<file path="src/rtl/led_ctrl_pkg.sv">
// led_ctrl_pkg -- shared definitions for the LED controller slice.
//   mode_e  : per-channel drive mode (OFF, ON, BLINK, PWM)
//   TCNT_W  : width of the tick counter that feeds BLINK
//   CH_W()  : channel-index width for a given channel count, never below 1
package led_ctrl_pkg;

  typedef enum logic [1:0] {
    MODE_OFF   = 2'd0,
    MODE_ON    = 2'd1,
    MODE_BLINK = 2'd2,
    MODE_PWM   = 2'd3
  } mode_e;

  localparam int unsigned TCNT_W = 4;

  function automatic int unsigned CH_W(input int unsigned n_ch);
    return (n_ch <= 2) ? 1 : $clog2(n_ch);
  endfunction

endpackage

</file>
<file path="src/rtl/led_ch.sv">
// led_ch -- one LED channel: config registers plus raw-level select.
//   clk, rst   : clock, asynchronous active-high reset
//   i_we       : write enable, already decoded for this channel
//   i_mode     : mode to store (mode_e encoding)
//   i_div      : blink rate select, selects bit of i_tcnt
//   i_duty     : PWM duty to store
//   i_tcnt     : shared tick counter
//   i_pwm_cnt  : shared PWM counter
//   o_raw      : combinational raw level (before inversion/registering)
module led_ch
  import led_ctrl_pkg::*;
#(
  parameter int PWM_W = 8
) (
  input  logic              clk,
  input  logic              rst,
  input  logic              i_we,
  input  logic [1:0]        i_mode,
  input  logic [1:0]        i_div,
  input  logic [PWM_W-1:0]  i_duty,
  input  logic [TCNT_W-1:0] i_tcnt,
  input  logic [PWM_W-1:0]  i_pwm_cnt,
  output logic              o_raw
);

  mode_e             r_mode;
  logic [1:0]        r_div;
  logic [PWM_W-1:0]  r_duty;

  always_ff @(posedge clk or posedge rst) begin
    if (rst) begin
      r_mode <= MODE_OFF;
      r_div  <= '0;
      r_duty <= '0;
    end else if (i_we) begin
      r_mode <= mode_e'(i_mode);
      r_div  <= i_div;
      r_duty <= i_duty;
    end
  end

  always_comb begin
    o_raw = 1'b0;
    case (r_mode)
      MODE_OFF:   o_raw = 1'b0;
      MODE_ON:    o_raw = 1'b1;
      // tcnt bit div toggles every 2^div ticks, so all channels with the
      // same div share phase through the global counter
      MODE_BLINK: o_raw = i_tcnt[r_div];
      MODE_PWM:   o_raw = (i_pwm_cnt < r_duty);
      default:    o_raw = 1'b0;
    endcase
  end

endmodule

</file>
<file path="src/rtl/led_ctrl.sv">
// led_ctrl -- multi-channel LED controller with OFF/ON/BLINK/PWM modes.
//   clk, rst  : clock, asynchronous active-high reset
//   cfg_we    : config write strobe (one cycle per write)
//   cfg_ch    : target channel; indices >= N_CH are ignored
//   cfg_mode  : 0 OFF, 1 ON, 2 BLINK, 3 PWM
//   cfg_div   : blink toggles every 2^cfg_div ticks
//   cfg_duty  : PWM duty
//   led       : registered LED drive, bit i = channel i (inverted if LED_INV)
//   tick      : one-cycle strobe after the prescaler reaches all-ones
module led_ctrl
  import led_ctrl_pkg::*;
#(
  parameter int N_CH    = 3,
  parameter int PRESC_W = 23,
  parameter int PWM_W   = 8,
  parameter int LED_INV = 0
) (
  input  logic                    clk,
  input  logic                    rst,
  input  logic                    cfg_we,
  input  logic [CH_W(N_CH)-1:0]   cfg_ch,
  input  logic [1:0]              cfg_mode,
  input  logic [1:0]              cfg_div,
  input  logic [PWM_W-1:0]        cfg_duty,
  output logic [N_CH-1:0]         led,
  output logic                    tick
);

  localparam int unsigned  CFG_CH_W = CH_W(N_CH);
  localparam logic [N_CH-1:0] INV_MASK = (LED_INV != 0) ? '1 : '0;

  logic [PRESC_W-1:0] r_presc;
  logic [TCNT_W-1:0]  r_tcnt;
  logic [PWM_W-1:0]   r_pwm_cnt;
  logic               r_tick;
  logic [N_CH-1:0]    r_led;
  logic [N_CH-1:0]    w_we;
  logic [N_CH-1:0]    w_raw;

  // Shared counters: never touched by config writes, so phase is global.
  always_ff @(posedge clk or posedge rst) begin
    if (rst) begin
      r_presc   <= '0;
      r_tick    <= 1'b0;
      r_tcnt    <= '0;
      r_pwm_cnt <= '0;
    end else begin
      r_presc   <= r_presc + PRESC_W'(1);
      r_tick    <= (r_presc == '1);
      if (r_tick)
        r_tcnt <= r_tcnt + TCNT_W'(1);
      r_pwm_cnt <= r_pwm_cnt + PWM_W'(1);
    end
  end

  for (genvar gi = 0; gi < N_CH; gi++) begin : g_ch
    // out-of-range cfg_ch matches no channel, so such writes fall away
    assign w_we[gi] = cfg_we && (cfg_ch == CFG_CH_W'(gi));

    led_ch #(
      .PWM_W (PWM_W)
    ) u_ch (
      .clk       (clk),
      .rst       (rst),
      .i_we      (w_we[gi]),
      .i_mode    (cfg_mode),
      .i_div     (cfg_div),
      .i_duty    (cfg_duty),
      .i_tcnt    (r_tcnt),
      .i_pwm_cnt (r_pwm_cnt),
      .o_raw     (w_raw[gi])
    );
  end

  always_ff @(posedge clk or posedge rst) begin
    if (rst)
      r_led <= INV_MASK;
    else
      r_led <= w_raw ^ INV_MASK;
  end

  assign led  = r_led;
  assign tick = r_tick;

endmodule
</file>
<file path="config.mk">
export PLATFORM = sky130hd
export DESIGN_NAME = led_ctrl
export DESIGN_NICKNAME = d
export VERILOG_FILES = /design/src/rtl/led_ctrl_pkg.sv /design/src/rtl/led_ch.sv /design/src/rtl/led_ctrl.sv
export SDC_FILE = /design/constraint.sdc
export NUM_CORES = 1
export LEC_CHECK = 0
export ABC_CLOCK_PERIOD_IN_PS = 2800
export CORE_UTILIZATION = 40
export CTS_CLUSTER_DIAMETER = 50
export DETAILED_ROUTE_END_ITERATION = 12
export DONT_BUFFER_PORTS = 1
export REMOVE_ABC_BUFFERS = 1
export SYNTH_ARGS = -nofsm -noshare
export SYNTH_HDL_FRONTEND = slang
export SYNTH_SLANG_ARGS = --single-unit
</file>
<file path="constraint.sdc">
create_clock -name clk -period 2.8 [get_ports clk]
set_clock_uncertainty 0.2 [all_clocks]
set_input_delay 0.28 -clock clk [delete_from_list [all_inputs] [get_ports clk]]
set_output_delay 0.28 -clock clk [all_outputs]
set_load 0.02 [all_outputs]
</file>
==> After elaboration in Yosys (flattened, before gate mapping) <==
Cells that the tools add are included.
{ "word_totals": {"ff_bits": 75, "out_inout_bits": 4, "wordCells": 51} }
{ "classes": {"addsub": 3, "order_cmp": 6, "eq_ne": 12, "mux": 9, "n_reduce_logical": 7} }
{ "op_table": {"columns": ["operator", "count"], "rows": [
  ["$lt A8 B8 Y1", 3],
  ["$add A23 B1 Y23 const B", 1],
  ["$eq A23 B23 Y1 const B", 1],
  ["$eq A2 B2 Y1 const B", 7],
  ["$pmux W1 S4", 3],
  ["$lt A2 B3 Y1 const B", 3],
  ["$add A8 B1 Y8 const B", 1],
  ["$eq A2 B1 Y1 const B", 4],
  ["$logic_not A2 Y1", 4],
  ["$bmux W1 S2", 3],
  ["$add A4 B1 Y4 const B", 1],
  ["$logic_and A1 B1 Y1", 3],
  ["$mux W1", 3]
]} }

==> Logic depth before layout (Yosys ltp) <==
{ "depth": {"ltp_word": 3, "ltp_mapped": 6} }

==> Modules after synthesis <==
A second synthesis with hierarchy kept.
{ "unflattened": {"hier_cells": 317, "area_unflattened_um2": 3548.4} }
{ "modules_own_cells": {"columns": ["module", "n_inst", "cells_each", "area_per_inst_um2", "seq_area_each_um2"], "rows": [
  ["led_ch", 3, 64, 644.4, 300.3],
  ["led_ctrl", 1, 125, 1615.3, 975.9]
]} }

==> Least setup slack after synthesis <==
OpenSTA, ideal clock, no wires.
{ "synth_timing": {"path_type": "reg2reg", "startpoint": "register r_pwm_cnt[4]", "endpoint": "register r_led[1] (netlist: led[1])", "t_arrival_ns": 1.488, "required_ns": 2.518, "slack_ns": 1.030, "stages_incl_launch_ff": 6, "path_buffers": 0, "period_less_slack_ns": 1.770, "path_cell_list": "dfrtp_1 ha_1 or4_1 a21oi_1 o31ai_1 a31oi_1"} }
{ "synth_between": {"elab_chain_cells": 2} }
{ "synth_rtl": {"columns": ["element", "line", "rtl"], "rows": [
  ["start, declared", "led_ctrl.sv:34", "logic [PWM_W-1:0] r_pwm_cnt;"],
  ["start signal, assigned", "led_ctrl.sv:52", "r_pwm_cnt <= r_pwm_cnt + PWM_W'(1);"],
  ["$lt A8 B8 Y1", "led_ch.sv:50", "MODE_PWM: o_raw = (i_pwm_cnt < r_duty);"],
  ["$pmux W1 S4", "led_ch.sv:44", "case (r_mode)"],
  ["net g_ch[1].u_ch.o_raw", "led_ch.sv:23", "output logic o_raw"],
  ["end signal, assigned", "led_ctrl.sv:79", "r_led <= w_raw ^ INV_MASK;"],
  ["end, declared", "led_ctrl.sv:36", "logic [N_CH-1:0] r_led;"]
]} }
The timed path passes the listed nets, and every way through them passes these cells.
A chain may end at the register's enable or synchronous reset.

==> Worst setup path in the final report <==
{ "layout_timing": {"startpoint": "register r_pwm_cnt[1]", "endpoint": "register r_led[2] (netlist: led[2])"} }
{ "layout_between": {"elab_chain_cells": 2} }
{ "layout_rtl": {"columns": ["element", "line"], "rows": [
  ["$lt A8 B8 Y1", "led_ch.sv:50"],
  ["$pmux W1 S4", "led_ch.sv:44"],
  ["net g_ch[2].u_ch.o_raw", "led_ch.sv:23"]
]} }
The timed path passes the listed nets, and every way through them passes these cells.

==> results <==
- The flow ran to the end, and the final reports show no timing, DRC or antenna violations.
- The share of the synthesized area in compound gates (AO/OA/AOI/OAI) is 5.11%.
- Max-cap violations in this run came to 0.
- After synthesis, the largest family of logic cells by area is multiplexers.
- The detailed router placed 2143 vias in this run.
- The initial standard-cell utilization of the core is 40.9%.
- Setup violations remaining at the end of the flow were counted as 0.
- The number of warnings printed during yosys synthesis is 0.
- Counting flops and latches in the post-synthesis netlist gives 75.
- The transition time of the tightest slew-check pin is 0.890 ns.
- The endpoint identified for the worst register-to-register timing path is led[2].
- The worst hold path terminates at g_ch[0].u_ch.r_duty[7].
- Setup repair after global routing left no endpoint under its margin.
- Relative to the synthesized area, the layout overhead comes to 12.5%.
- The analysis attributes to cell leakage a power of 1.86 nW.
- The worst hold path passes through 2 cells.
- Walking the worst path, the cells encountered are ha_1, or4_1, a21oi_1, o31ai_1, a31oi_1.
- By startpoint and endpoint, the worst setup path is classified as reg -> reg.
- The maximum clock frequency is 0.533 GHz.
- The tree built by TritonCTS fans out to 75 sinks.
- The adder-cell area share of the yosys netlist is 8.45%.
- In this run the remaining antenna-violating nets after routing total 0.
- The worst hold path belongs to the class in -> reg.
- The largest stage delay on the critical path is 0.51 ns.
- Along the worst path, the maximum fanout reaches 6.
- The maximum vdd ir drop is 0.231 mV.
- The later pin in the worst-skew pair is clocked with a latency of 0.35 ns.
- The core region is 8680 um2.
- CTS placed an instance of clkbuf_8 at the clock tree root.
- Synthesis produced 292 cells.
- The area share of the largest cell type after synthesis is 52.8%.
- The shortest clock period the worst path allows after layout is 1.88 ns.
- The hold path startpoint is cfg_ch[0].
- For this run, the post-layout net count is 354.
- Across every metal layer, demand over resource in global routing totals 14.9%.
- After synthesis, the netlist uses 34 different library cells.
- The x dimension of the die is 96.3 um.
- The detailed-placement wirelength estimate is 4510 um.
- The height of the die is 96.3 um.
- The cell taking the most area after synthesis is dfrtp_1.
- The via count of the first global-routing pass is 2082.
- In the final routed layout, each cell accounts on average for 14.6 um.
- The count of boundary I/O pins is 21.
- STA classifies the critical path endpoint as a flop.
- TritonCTS created 9 clock buffers.
- The die covers 9260 um2.
- Headroom to the max-slew limit came out at 40.4%.
- The layout cell share with drive strength beyond 1 is 18.6%.
- Ranked by total cell area, the synthesized netlist is headed by dfrtp_1 (53%), mux2_2 (9.5%), ha_1 (8.5%).
- The multiplexer share of the synthesized area is 11.4%.
- The H-tree was split into 3 levels.
- Setup total negative slack on the finished layout was measured at 0 ns.
- The count of final max-slew check failures is 0.
- The initial antenna violation count came to 0.
- Routability-driven placement finished with a final weighted congestion of 0.833.
- The number of gates resized after CTS was 0.
- After filler insertion, the fill cell instance count of the layout stands at 829.
- In this run the core area contains 34 standard-cell rows.
- After Yosys synthesis, XOR and XNOR cells account for 7.39% of the synthesized area.
- The reg-to-reg critical path startpoint is r_pwm_cnt[1].
- After Yosys synthesis, and, or, nand and nor cells account for 10.8% of the synthesized area.
- For this block, the initial DRC count from the detailed router was 54.
- Setup slack on the worst reg-to-reg path comes out at 0.92 ns.
- Dividing total power by cell area gives a power density of 582 nW/um2.
- The overall power consumption is 2.33 mW.
- The area of the mapped netlist is 3550 um2.
- The total count of hold-check failures in the final report is 0.
- The via density per instance is 5.03.
- Each instance of the synthesized netlist takes up on average 12.2 um2.
- At the worst endpoint, the arrival time is 1.94 ns.
- The critical path launch point type is a flop.
- Wires add up to 6200 um.
- TritonCTS built the clock tree.
- Of the available clock period, the critical path in the final layout requires 67.0%.
- The wire length of the first global-routing pass is 10000 um.
- On the critical path, the stage with the largest delay is an instance of or4_1.
- After clock tree synthesis, the clock-pin slew on the worst setup and hold paths is 0.08 ns.
- The total iterations of the first detailed-routing run is 4.
- After global routing the overflow that remains totals 0.
- The largest net degree at the start of global routing is 38.
- The worst path required time is 2.87 ns.
- The total of buffers placed on input and output ports is 0.
- The number of antenna diodes is 0.
- The maximum count of clock buffers along a single path is 2.
- After detailed routing, the number of remaining DRC violations is 0.
- The count of cells along the worst register-to-register path is 5.
- After synthesis, flip-flops and latches occupy 52.8% of the total area.
[registers in the layout, summed over array words and instances, names as in the netlist]
signal            cells
r_tcnt                4
g_ch.u_ch.r_mode      6
r_pwm_cnt             8
g_ch.u_ch.r_duty     24
led                   3
r_presc              23
g_ch.u_ch.r_div       6
tick                  1
[power by group]
group / internal, mW / leakage (nW) / switching, mW
registers: 1.19 / 0.939 / 0.0678
clock network: 0.371 / 0.0880 / 0.402
logic: 0.155 / 0.830 / 0.141
total: 1.71 / 1.86 / 0.611
[area by class of cell]
class,count,area [um2],area share (%)
sequential,75,1880,46.9
multi-input combinational,181,1530,38.3
timing repair buffer,16,153,3.82
clock buffer,11,151,3.79
tap,108,135,3.38
inverter,30,113,2.82
clock inverter,5,36.3,0.908
[how the worst max path moves through the flow]
stage	from	to	slack, ns
finish	r_pwm_cnt[1]	led[2]	0.92
floorplan	rst	g_ch[0].u_ch.r_div[0]	0.41
detailed placement	r_pwm_cnt[1]	led[2]	0.94
CTS	r_pwm_cnt[2]	led[2]	0.91
global placement	r_pwm_cnt[4]	led[1]	0.96
global route	r_pwm_cnt[2]	led[0]	0.77
[routing by layer]
layer	GRT usage, %	wire length, um
met5	0	0
met4	5.60	103
met3	5.06	225
met2	22.2	2700
met1	20.1	3170
[logic make-up after synthesis]
group	count (synthesis)
flops	75
buf+inv	36
fa+ha+maj	24
simple gates	63
mux	33
xor+xnor	30
compound gates	31
[through the flow]
stage	utilization [%]	hold WS, ns	instances	area, um2	setup WS [ns]
3_5_place_dp	42.4	-0.129	397	3680	0.937
2_1_floorplan	-	0.197	286	3520	0.410
5_1_grt	46.1	0.0476	426	4000	0.769
6_report	46.1	0.0370	426	4000	0.924
4_1_cts	46.1	0.0258	426	4000	0.913
3_3_place_gp	42.4	-0.131	397	3680	0.959
[worst max-delay path: cells and delay by family, from the launching register on]
kind / cells / cell delay [ns]
adder cells (fa/ha/maj): 1 / 0.22
AO/OA/AOI/OAI: 3 / 0.42
flip-flops: 1 / 0.45
AND/OR/NAND/NOR: 1 / 0.51
[layout by cell type, fill, tap and decap left out, types with 6 or more instances in the layout]
| cell type | synthesis | layout |
|---|---|---|
| a21oi_1 | 12 | 12 |
| clkbuf_8 | 0 | 11 |
| dfrtp_1 | 75 | 75 |
| dlygate4sd3_1 | 0 | 13 |
| ha_1 | 24 | 24 |
| inv_1 | 30 | 29 |
| mux2_2 | 30 | 30 |
| nand2_1 | 13 | 13 |
| nand3_1 | 12 | 12 |
| nand4_1 | 6 | 6 |
| o21ai_0 | 7 | 7 |
| xnor2_1 | 20 | 20 |
| xor2_1 | 10 | 10 |
[synth_stat cells]
cell type   n
o21ai_0     7
ha_1       24
nor4_4      1
and4_1      3
buf_1       2
nand2b_1    3
inv_1      30
nand3_2     1
nand3b_1    2
and3_1      3
mux4_2      3
or3_1       4
nand2_1    13
a21oi_1    12
nor2_1      4
nand4_1     6
nor3b_2     1
xnor2_1    20
and2_2      1
nor3_1      4
clkbuf_2    1
or3_4       1
clkbuf_1    2
nand3_1    12
a31oi_1     3
dfrtp_1    75
or4_1       3
xor2_1     10
buf_6       1
o31ai_1     3
a21o_1      3
mux2_2     30
o21a_1      3
nor4_2      1
[what timing repair did]
action                                 in CTS  in global routing
hold buffers                               13                  0
buffers inserted                            0                  0
endpoints found under the hold margin     111                  0
Note: power is estimated with default switching activity, not from simulation.
